### config.mk
export PLATFORM = sky130hd
export DESIGN_NAME = kairo_mul
export DESIGN_NICKNAME = d
export VERILOG_FILES = /design/src/rtl/kairo_mul.sv
export SDC_FILE = /design/constraint.sdc
export NUM_CORES = 1
export LEC_CHECK = 0
export CAP_MARGIN = 25
export CORE_UTILIZATION = 55
export CTS_BUF_LIST = sky130_fd_sc_hd__clkbuf_4 sky130_fd_sc_hd__clkbuf_8
export DETAILED_ROUTE_END_ITERATION = 7
export PLACE_DENSITY = 0.83
export SLEW_MARGIN = 30
export SYNTH_ARGS = -nofsm -noshare
export SYNTH_HDL_FRONTEND = slang
export SYNTH_SLANG_ARGS = --single-unit
### constraint.sdc
create_clock -name CLK -period 4.9 [get_ports CLK]
set_clock_uncertainty 0.15 [all_clocks]
set_input_delay 1.47 -clock CLK [delete_from_list [all_inputs] [get_ports CLK]]
set_output_delay 1.47 -clock CLK [all_outputs]
set_load 0.01 [all_outputs]
### src/rtl/kairo_mul.sv
// kairo_mul: iterative RV32M multiplier (MUL, MULH, MULHSU, MULHU).
// Radix-2 shift-add over sign-corrected magnitudes, fixed 34-cycle occupancy.
// Ports:
//   CLK, RST_N            clock, synchronous active-low reset
//   INST_MUL/MULH/MULHSU/MULHU  decoded opcode levels, held until READY
//   RS1, RS2              operands, sampled only when a start is accepted in IDLE
//   WAIT                  stall request to execute stage
//   READY                 result valid (one cycle, in FIN)
//   RD                    result, held until the next start
module kairo_mul (
   input  logic        CLK,
   input  logic        RST_N,
   input  logic        INST_MUL,
   input  logic        INST_MULH,
   input  logic        INST_MULHSU,
   input  logic        INST_MULHU,
   input  logic [31:0] RS1,
   input  logic [31:0] RS2,
   output logic        WAIT,
   output logic        READY,
   output logic [31:0] RD
);

   localparam int unsigned XLEN = 32;
   localparam int unsigned PLEN = 64;
   localparam int unsigned CW   = 5;

   localparam logic [1:0] ST_IDLE = 2'd0;
   localparam logic [1:0] ST_EXEC = 2'd1;
   localparam logic [1:0] ST_FIN  = 2'd2;

   logic [1:0]      state, state_n;
   logic [PLEN-1:0] prod, prod_n;
   logic [PLEN-1:0] mcand, mcand_n;
   logic [XLEN-1:0] mplier, mplier_n;
   logic [CW-1:0]   cnt, cnt_n;
   logic            neg, neg_n;
   logic            sel_hi, sel_hi_n;

   logic            start;
   logic            neg1, neg2;
   logic [XLEN-1:0] mag1, mag2;
   logic [PLEN-1:0] p;

   // Operand decode; MULH outranks MULHSU, so the raw ORs already match priority
   assign start = INST_MUL | INST_MULH | INST_MULHSU | INST_MULHU;
   assign neg1  = (INST_MULH | INST_MULHSU) & RS1[XLEN-1];
   assign neg2  = INST_MULH & RS2[XLEN-1];
   assign mag1  = neg1 ? XLEN'(32'd0 - RS1) : RS1;
   assign mag2  = neg2 ? XLEN'(32'd0 - RS2) : RS2;

   // State and datapath registers
   always_ff @(posedge CLK) begin
      if (!RST_N) begin
         state  <= ST_IDLE;
         prod   <= '0;
         mcand  <= '0;
         mplier <= '0;
         cnt    <= '0;
         neg    <= 1'b0;
         sel_hi <= 1'b0;
      end else begin
         state  <= state_n;
         prod   <= prod_n;
         mcand  <= mcand_n;
         mplier <= mplier_n;
         cnt    <= cnt_n;
         neg    <= neg_n;
         sel_hi <= sel_hi_n;
      end
   end

   // Next-state and datapath update
   always_comb begin
      state_n  = state;
      prod_n   = prod;
      mcand_n  = mcand;
      mplier_n = mplier;
      cnt_n    = cnt;
      neg_n    = neg;
      sel_hi_n = sel_hi;
      case (state)
         ST_IDLE: begin
            if (start) begin
               state_n  = ST_EXEC;
               mcand_n  = {32'd0, mag1};
               mplier_n = mag2;
               neg_n    = neg1 ^ neg2;
               prod_n   = '0;
               cnt_n    = '0;
               // any high-word opcode wins over MUL
               sel_hi_n = INST_MULH | INST_MULHSU | INST_MULHU;
            end
         end
         ST_EXEC: begin
            if (mplier[0]) begin
               prod_n = prod + mcand;
            end
            mcand_n  = mcand << 1;
            mplier_n = mplier >> 1;
            cnt_n    = cnt + CW'(1);
            if (cnt == CW'(31)) begin
               state_n = ST_FIN;
            end
         end
         ST_FIN: begin
            state_n = ST_IDLE;
         end
         default: begin
            state_n = ST_IDLE;
         end
      endcase
   end

   // Handshake and result, decoded from registers
   assign WAIT  = (state != ST_FIN) & start;
   assign READY = (state == ST_FIN);
   assign p     = neg ? PLEN'(64'd0 - prod) : prod;
   assign RD    = sel_hi ? p[63:32] : p[31:0];

endmodule

==> summary.md, run 1 <==
| Metric | Value |
|---|---|
| Clock root buffer | `clkbuf_8` |
| Crit path capture type | `output pin` |
| Share of post-route cells with drive strength above 1 | `0.142` |
| CP arrival | `4010 ps` |
| Seq/Total Area, Yosys | `0.261` |
| N_diodes | `0` |
| Yosys warning count | `0` |
| TritonCTS clock tree | `built` |
| Mapped Cells | `around 1,800` |
| Tot Pwr | `3730 uW` |
| CP max stage cell | `or4_4` |
| Hold WC Path Type | `reg2reg` |
| NumNets Final | `2,084` |
| Main synth FF type | `dfxtp_1` |
| Initial antenna violation count | `0` |
| Fin crit share | `1.15` |
| Largest net degree at the start of global routing | `125` |
| DRC | `0` |
| Number of global-route vias before repair | `12,843` |
| Final hold viol count | `0` |
| Critical-path cell list | `or3_4 -> or3b_4 -> or4_4 -> or3_4 -> or4b_4 -> or4_4 -> nand3_2 -> o21ai_2 -> a221oi_2 -> buf_2` |
| Switching pwr | `1320 uW` |
| Pwr per Cell Area | `roughly 240 mW/mm^2` |
| Failing checks | `negative setup slack` |
| Cell-internal power | `2400 uW` |
| Fmax | `178 MHz` |
| Area growth, synth to finish | `21.8%` |
| Top cell type by total area after synthesis | `dfxtp_1` |
| Die width | `156 um` |
| Total die area | `roughly 0.024 sq mm` |
| GRT Residual Overflow | `0` |
| Clock power frac | `0.290` |
| Max Cap Viol | `0` |
| Port-buffer cells | `~100` |
| Vert. Die Dim | `156 um` |
| #FFs+latches synth | `about 170` |
| Final WS setup | `-732 ps` |
| Worst-Margin Slew | `997 ps` |
| First-pass GRT wire length | `65.9 mm` |
| Top-count cell post-synth | `nand2_1` |
| Hpwl dp | `30.6 mm` |
| Multiplexer share of the synthesized area | `0.00309` |
| Critical path class | `reg2out` |
| Cell Area, Synth | `0.0130 sq mm` |
| Post-synth ARST share | `0` |
| Seq pwr share | `0.407` |
| Post-synthesis compound-gate area fraction | `0.265` |
| Wirelength, routed | `41.0 mm` |
| Adder-Cell Fraction of Synth Area | `0.0672` |
| Clock buffer depth | `2` |
| CP Max Fanout | `2` |
| Final ANT Viol Nets | `0` |
| Logic pwr share | `0.303` |
| H-tree Lvls | `4` |
| Dominant cells by area after synthesis | `dfxtp_1 (26%), nand2_1 (8.0%), a21oi_1 (8.0%)` |
| Initial Util | `0.567` |
| Clock insertion delay at the later pin of the skew report | `480 ps` |
| Largest family of logic cells by synthesized area | `compound AO/OA/AOI/OAI gates` |
| CTS clock-pin slew for the worst setup and hold paths | `120 ps` |
| Number of buffers created by CTS | `17` |
| # placed instances | `2,217` |
| Post-route insts no fill | `roughly 2,300` |
| Drt pass-1 iters | `7` |
| Crit path launch type | `register` |
| CP max stage delay | `550 ps` |
| Switching Share | `0.355` |
| Rows | `55` |
| Required time worst endpoint | `3280 ps` |
| Synth top area share | `0.261` |
| Final setup viols | `29` |
| Peak supply drop | `171 uV` |
| DRT iter0 DRCs | `approximately 1,100` |
| Num Clock Sinks | `169` |
| Synthesized net count | `1,949` |
| Simple-gate portion of the synthesized area | `0.245` |
| Pins Over Slew Limit | `0` |
| Synth Area per Inst | `roughly 7.2 sq um` |
| EDFF count, synth | `0` |
| Unrepaired setup endpoints after global routing | `yes` |
| Post-route cell area | `0.0158 sq mm` |
| Status | `finished with violations` |
| Final Hold Slack | `315 ps` |
| P_leak | `0.00634 uW` |
| Netlist cell types | `65` |
| Placed Area | `0.0148 sq mm` |
| Total GRT Usage | `0.337` |
| Xor/xnor share of the synthesized area | `0.117` |
| Detailed-route wire length per cell | `between 15 and 20 um` |
| GPL Wtd Cong | `0.997` |
| Post-synth top cells | `nand2_1 (275), a21oi_1 (206), nor2_1 (178), dfxtp_1 (169), o21ai_0 (115)` |
| DR vias | `about 14,000` |
| Drt via density | `approximately 6` |
| Core area | `around 0.023 sq mm` |
| Ports | `104` |
| Min Tclk post-route | `5630 ps` |
| Relative slew margins | `0.335` |
path summary, 6_finish.rpt:
check                    startpoint                     end  slack [ps]  depth (start not counted)
min          mcand[51]$_SDFFE_PN0P_  mcand[52]$_SDFFE_PN0P_         310                          2
max reg2reg   mcand[0]$_SDFFE_PN0P_   prod[60]$_SDFFE_PN0P_         370                         14
min reg2reg  mcand[51]$_SDFFE_PN0P_  mcand[52]$_SDFFE_PN0P_         310                          2
max            prod[2]$_SDFFE_PN0P_                  RD[24]        -730                         10
logic make-up (layout without fill, tap and decap cells):
logic type      count (synthesis)  after routing
xor+xnor                      173            173
fa+ha+maj                      69             69
compound gates                549            549
buf+inv                       148            296
simple gates                  698            698
flops                         169            169
mux                             4              4
area by class of cell:
class	instances	area [sq um]
fillers	1936	7060
multi-input cells	1493	9480
inverters	30	114
clock buffers	17	234
repair buffers	234	1960
clock inverters	15	220
flip-flops and latches	169	3390
well taps	313	392
metal layers:
metal / wire length [um] / GRT usage
met1: 18100 / 0.458
met2: 18500 / 0.546
met3: 3260 / 0.0514
met4: 1170 / 0.111
met5: 0 / 0
power by group through the flow:
stage / logic (uW) / clock network [uW] / registers (uW)
2_1_floorplan: 608 / 0 / 1510
3_3_place_gp: 932 / 0 / 1540
3_5_place_dp: 950 / 0 / 1540
4_1_cts: 1050 / 1100 / 1520
5_1_grt: 1220 / 1150 / 1530
6_report: 1130 / 1080 / 1520
cells in the final DEF (no fill, tap or decap), types with 22 or more instances in the layout:
cell / n
ha_1: 68
a311oi_1: 34
o31ai_1: 22
nand3_1: 77
o21ai_0: 110
dfxtp_1: 165
a21oi_1: 197
nor2_1: 176
nor3_1: 30
nand2_1: 270
clkdlybuf4s50_1: 71
inv_1: 29
xnor2_1: 98
a21o_1: 27
buf_2: 30
xor2_1: 65
buf_4: 111
metrics by stage:
stage | setup slack [ps] | setup TNS (ps) | utilization
after floorplan | -65.4 | -65.4 | -
after global placement | -597 | -5890 | 0.649
after detailed placement | -615 | -6610 | 0.649
after CTS | -732 | -9600 | 0.685
after global routing | -832 | -15030 | 0.691
final | -732 | -11610 | 0.691
registers in the layout, indices dropped and copies added (netlist names):
name    flops
prod       64
mplier     32
cnt         5
sel_hi      1
mcand      64
neg         1
state       2
timing repair:
action                                  CTS  global route
endpoints found under the setup margin   32            32
pin swaps                                32            29
buffers inserted                         15             7
hold buffers                              0             0
gates resized for setup                 196            25
critical path: cells and delay by family (launching register included):
family | cells | cell delay, ps
DFF | 1 | 330
and+or+nand+nor | 7 | 2680
buffers and inverters | 1 | 180
AOI/OAI and AO/OA | 2 | 350
No activity file was read; power rests on OpenSTA's default activity.
==> run 2: changes to the inputs <==
--- a/config.mk
+++ b/config.mk
@@ -6,11 +6,12 @@
 export NUM_CORES = 1
 export LEC_CHECK = 0
 export CAP_MARGIN = 25
+export CORE_MARGIN = 2
 export CORE_UTILIZATION = 55
 export CTS_BUF_LIST = sky130_fd_sc_hd__clkbuf_4 sky130_fd_sc_hd__clkbuf_8
 export DETAILED_ROUTE_END_ITERATION = 7
 export PLACE_DENSITY = 0.83
-export SLEW_MARGIN = 30
+export SLEW_MARGIN = 25
 export SYNTH_ARGS = -nofsm -noshare
 export SYNTH_HDL_FRONTEND = slang
 export SYNTH_SLANG_ARGS = --single-unit
==> summary.md, run 2 (synthesis gave the netlist of run 1 again) <==
| Metric | Value |
|---|---|
| CP bufs+invs | `1 (unchanged)` |
| CP Max Fanout | `2 (unchanged)` |
| Biggest regs | `mcand: 64 flops, prod: 64 flops, mplier: 32 flops` |
| Cts hold-fix bufs | `0 (unchanged)` |
| Peak supply drop | `144 uV (-16%)` |
| Total die area | `0.0248 sq mm (+2.6%)` |
| Hold WC Path Type | `reg2reg` |
| Final hold viol count | `0 (unchanged)` |
| Drt pass-1 iters | `5 (-2)` |
| TritonCTS clock tree | `built` |
| Worst-Margin Slew | `1050 ps (+52.3 ps)` |
| GPL Wtd Cong | `1.05 (+5.7%)` |
| Number of global-route vias before repair | `12,723 (-0.93%)` |
| Largest net degree at the start of global routing | `125 (unchanged)` |
| P_leak | `0.00630 uW (-0.78%)` |
| Crit Reg-Reg Endpoint | `prod[60]$_SDFFE_PN0P_` |
| Number of buffers created by CTS | `17 (unchanged)` |
| N_diodes | `0 (unchanged)` |
| Detailed-route wire length per cell | `17.8 um (-1.2%)` |
| Rows | `56 (+1.8%)` |
| Area growth, synth to finish | `20.5%` |
| Status | `finished with violations` |
| CP arrival | `3970 ps (-40 ps)` |
| Crit-path most repeated cell | `or4_4` |
| Cell family contributing the most delay on the critical path | `simple AND/OR/NAND/NOR gates` |
| R2R setup slack | `560 ps (+190 ps)` |
| Critical-path cell list | `or4_4 -> or3_4 -> or4_4 -> or3_4 -> or4b_4 -> or4_4 -> nand3_2 -> o21ai_2 -> a221oi_2 -> buf_2` |
| Max Cap Viol | `0 (unchanged)` |
| Final Hold Slack | `306 ps (-8.63 ps)` |
| Critical path class | `reg2out` |
| Port-buffer cells | `103 (unchanged)` |
| Initial antenna violation count | `0 (unchanged)` |
| Clock buffer depth | `2 (unchanged)` |
| Failing checks | `negative setup slack` |
| Num Clock Sinks | `169 (unchanged)` |
| Share of post-route cells with drive strength above 1 | `0.134 (-0.00817)` |
| Commonest non-fill, non-tap cell in the layout | `nand2_1` |
| Fin crit share | `1.14 (-0.00857)` |
| Die width | `158 um (+1.3%)` |
| CP max stage delay | `540 ps (about the same)` |
| Final setup viols | `30 (+3.4%)` |
| Wirelength, routed | `40.6 mm (-0.96%)` |
| Drt via density | `6.23 (+0.98%)` |
| DRT iter0 DRCs | `1,264 (+13%)` |
| Ports | `104 (unchanged)` |
| Clock root buffer | `clkbuf_8` |
| Switching Share | `0.337 (-0.0182)` |
| H-tree Lvls | `4 (unchanged)` |
| R2r startpoint | `mcand[0]$_SDFFE_PN0P_` |
| Fmax | `179 MHz (+0.75%)` |
| DR vias | `14,178 (+1.2%)` |
| Hold EP | `mplier[1]$_SDFFE_PN0P_` |
| Min Tclk post-route | `5590 ps (-42.0 ps)` |
| Pre-CTS setup slack | `-595 ps (+19.1 ps)` |
| Total GRT Usage | `0.324 (-0.0126)` |
| Unrepaired setup endpoints after global routing | `yes` |
| Min-delay src | `mplier[2]$_SDFFE_PN0P_` |
| Crit path capture type | `output pin` |
| Initial Util | `0.556 (-0.0118)` |
| DRC | `0 (unchanged)` |
| Hpwl dp | `30.7 mm (+0.22%)` |
| Final WS setup | `-690 ps (+42.0 ps)` |
| Logic pwr share | `0.303 (about the same)` |
| First-pass GRT wire length | `64.7 mm (-1.7%)` |
| Pwr per Cell Area | `234 mW/mm^2 (-1.1%)` |
| Required time worst endpoint | `3280 ps (about the same)` |
| Pins Over Slew Limit | `0 (unchanged)` |
| CTS clock-pin slew for the worst setup and hold paths | `100 ps (-20 ps)` |
| Core area | `0.0233 sq mm (+2.1%)` |
| CP max stage cell | `or4_4` |
| Switching pwr | `1230 uW (-7.2%)` |
| Worst Reg2Reg Path Length in Cells | `14 (unchanged)` |
| Vert. Die Dim | `158 um (+1.3%)` |
| Seq pwr share | `0.414 (+0.007)` |
| WHS Path Cells | `2 (unchanged)` |
| Commonest cells after routing, fill and taps aside | `nand2_1 (270), a21oi_1 (200), nor2_1 (178)` |
| Final ANT Viol Nets | `0 (unchanged)` |
| GRT Residual Overflow | `0 (unchanged)` |
| Relative slew margins | `0.300 (-0.0349)` |
| Cell-internal power | `2420 uW (+0.58%)` |
| Clock power frac | `0.283 (-0.007)` |
| Clock insertion delay at the later pin of the skew report | `470 ps (about the same)` |
| NumNets Final | `2,084 (unchanged)` |
| Crit path launch type | `register` |
-- run 2: cell count changes in the layout (fill, tap and decap cells not counted), sizes merged --
| cell | before | now |
|---|---|---|
| clkbuf | 17 | 19 |
| buf | 161 | 160 |
| inv | 35 | 33 |
| clkinv | 9 | 6 |
| clkinvlp | 0 | 3 |
| bufinv | 1 | 2 |
-- run 2: worst max-delay path by stage --
stage	start	endpoint	slack [ps]	cells after the start
floorplan	prod[2]$_SDFFE_PN0P_	RD[24]	-70	9
global placement	prod[2]$_SDFFE_PN0P_	RD[24]	-560	10
detailed placement	prod[13]$_SDFFE_PN0P_	RD[24]	-600	10
CTS	prod[2]$_SDFFE_PN0P_	RD[24]	-680	10
global route	prod[13]$_SDFFE_PN0P_	RD[24]	-780	10
finish	prod[13]$_SDFFE_PN0P_	RD[24]	-690	10
-- run 2: layout make-up --
class / instances / area [sq um]
Clock buffer: 18 / 248
Clock inverter: 14 / 164
Fill cell: 2019 / 7710
Inverter: 30 / 114
Multi-Input combinational cell: 1493 / 9380
Sequential cell: 169 / 3390
Tap cell: 319 / 399
Timing Repair Buffer: 234 / 1930
-- run 2: metrics by stage --
stage / power [uW] / utilization / instance area, sq um / setup TNS [ps] / std cells
finish: 3650 / 0.669 / 15600 / -11730 / 2277
global route: 3820 / 0.669 / 15600 / -15010 / 2277
CTS: 3580 / 0.663 / 15500 / -9460 / 2269
detailed placement: 2510 / 0.637 / 14900 / -6500 / 2227
global placement: 2490 / 0.637 / 14900 / -5890 / 2227
floorplan: 2110 / - / 13000 / -65.4 / 1810
-- run 2: repair_timing --
| item | in CTS | in global routing |
|---|---|---|
| hold endpoints to repair | 0 | 0 |
| pin swaps | 27 | 24 |
| endpoints found under the setup margin | 32 | 32 |
| setup buffers | 10 | 8 |
| resized for setup | 173 | 23 |
-- run 2: metal layers --
metal / routed length [um] / share of wire / track usage
met2: 17800 / 0.44 / 0.510
met3: 3520 / 0.087 / 0.0476
met5: 0 / 0 / 0
met4: 1700 / 0.042 / 0.135
met1: 17600 / 0.43 / 0.445
-- run 2: worst register-to-register path: cells and delay by family, from the launching register on --
family | cells | cell delay (ps)
AO/OA/AOI/OAI | 8 | 2360
XOR/XNOR | 1 | 170
adder cells (fa/ha/maj) | 2 | 630
buffers and inverters | 2 | 260
flip-flops | 1 | 460
AND/OR/NAND/NOR | 1 | 220
-- run 2: power groups by stage --
stage	clock network [uW]	logic, uW	registers (uW)
final	1030	1110	1510
after global routing	1100	1200	1520
after CTS	1030	1040	1510
after detailed placement	0	979	1540
after global placement	0	962	1530
after floorplan	0	608	1510
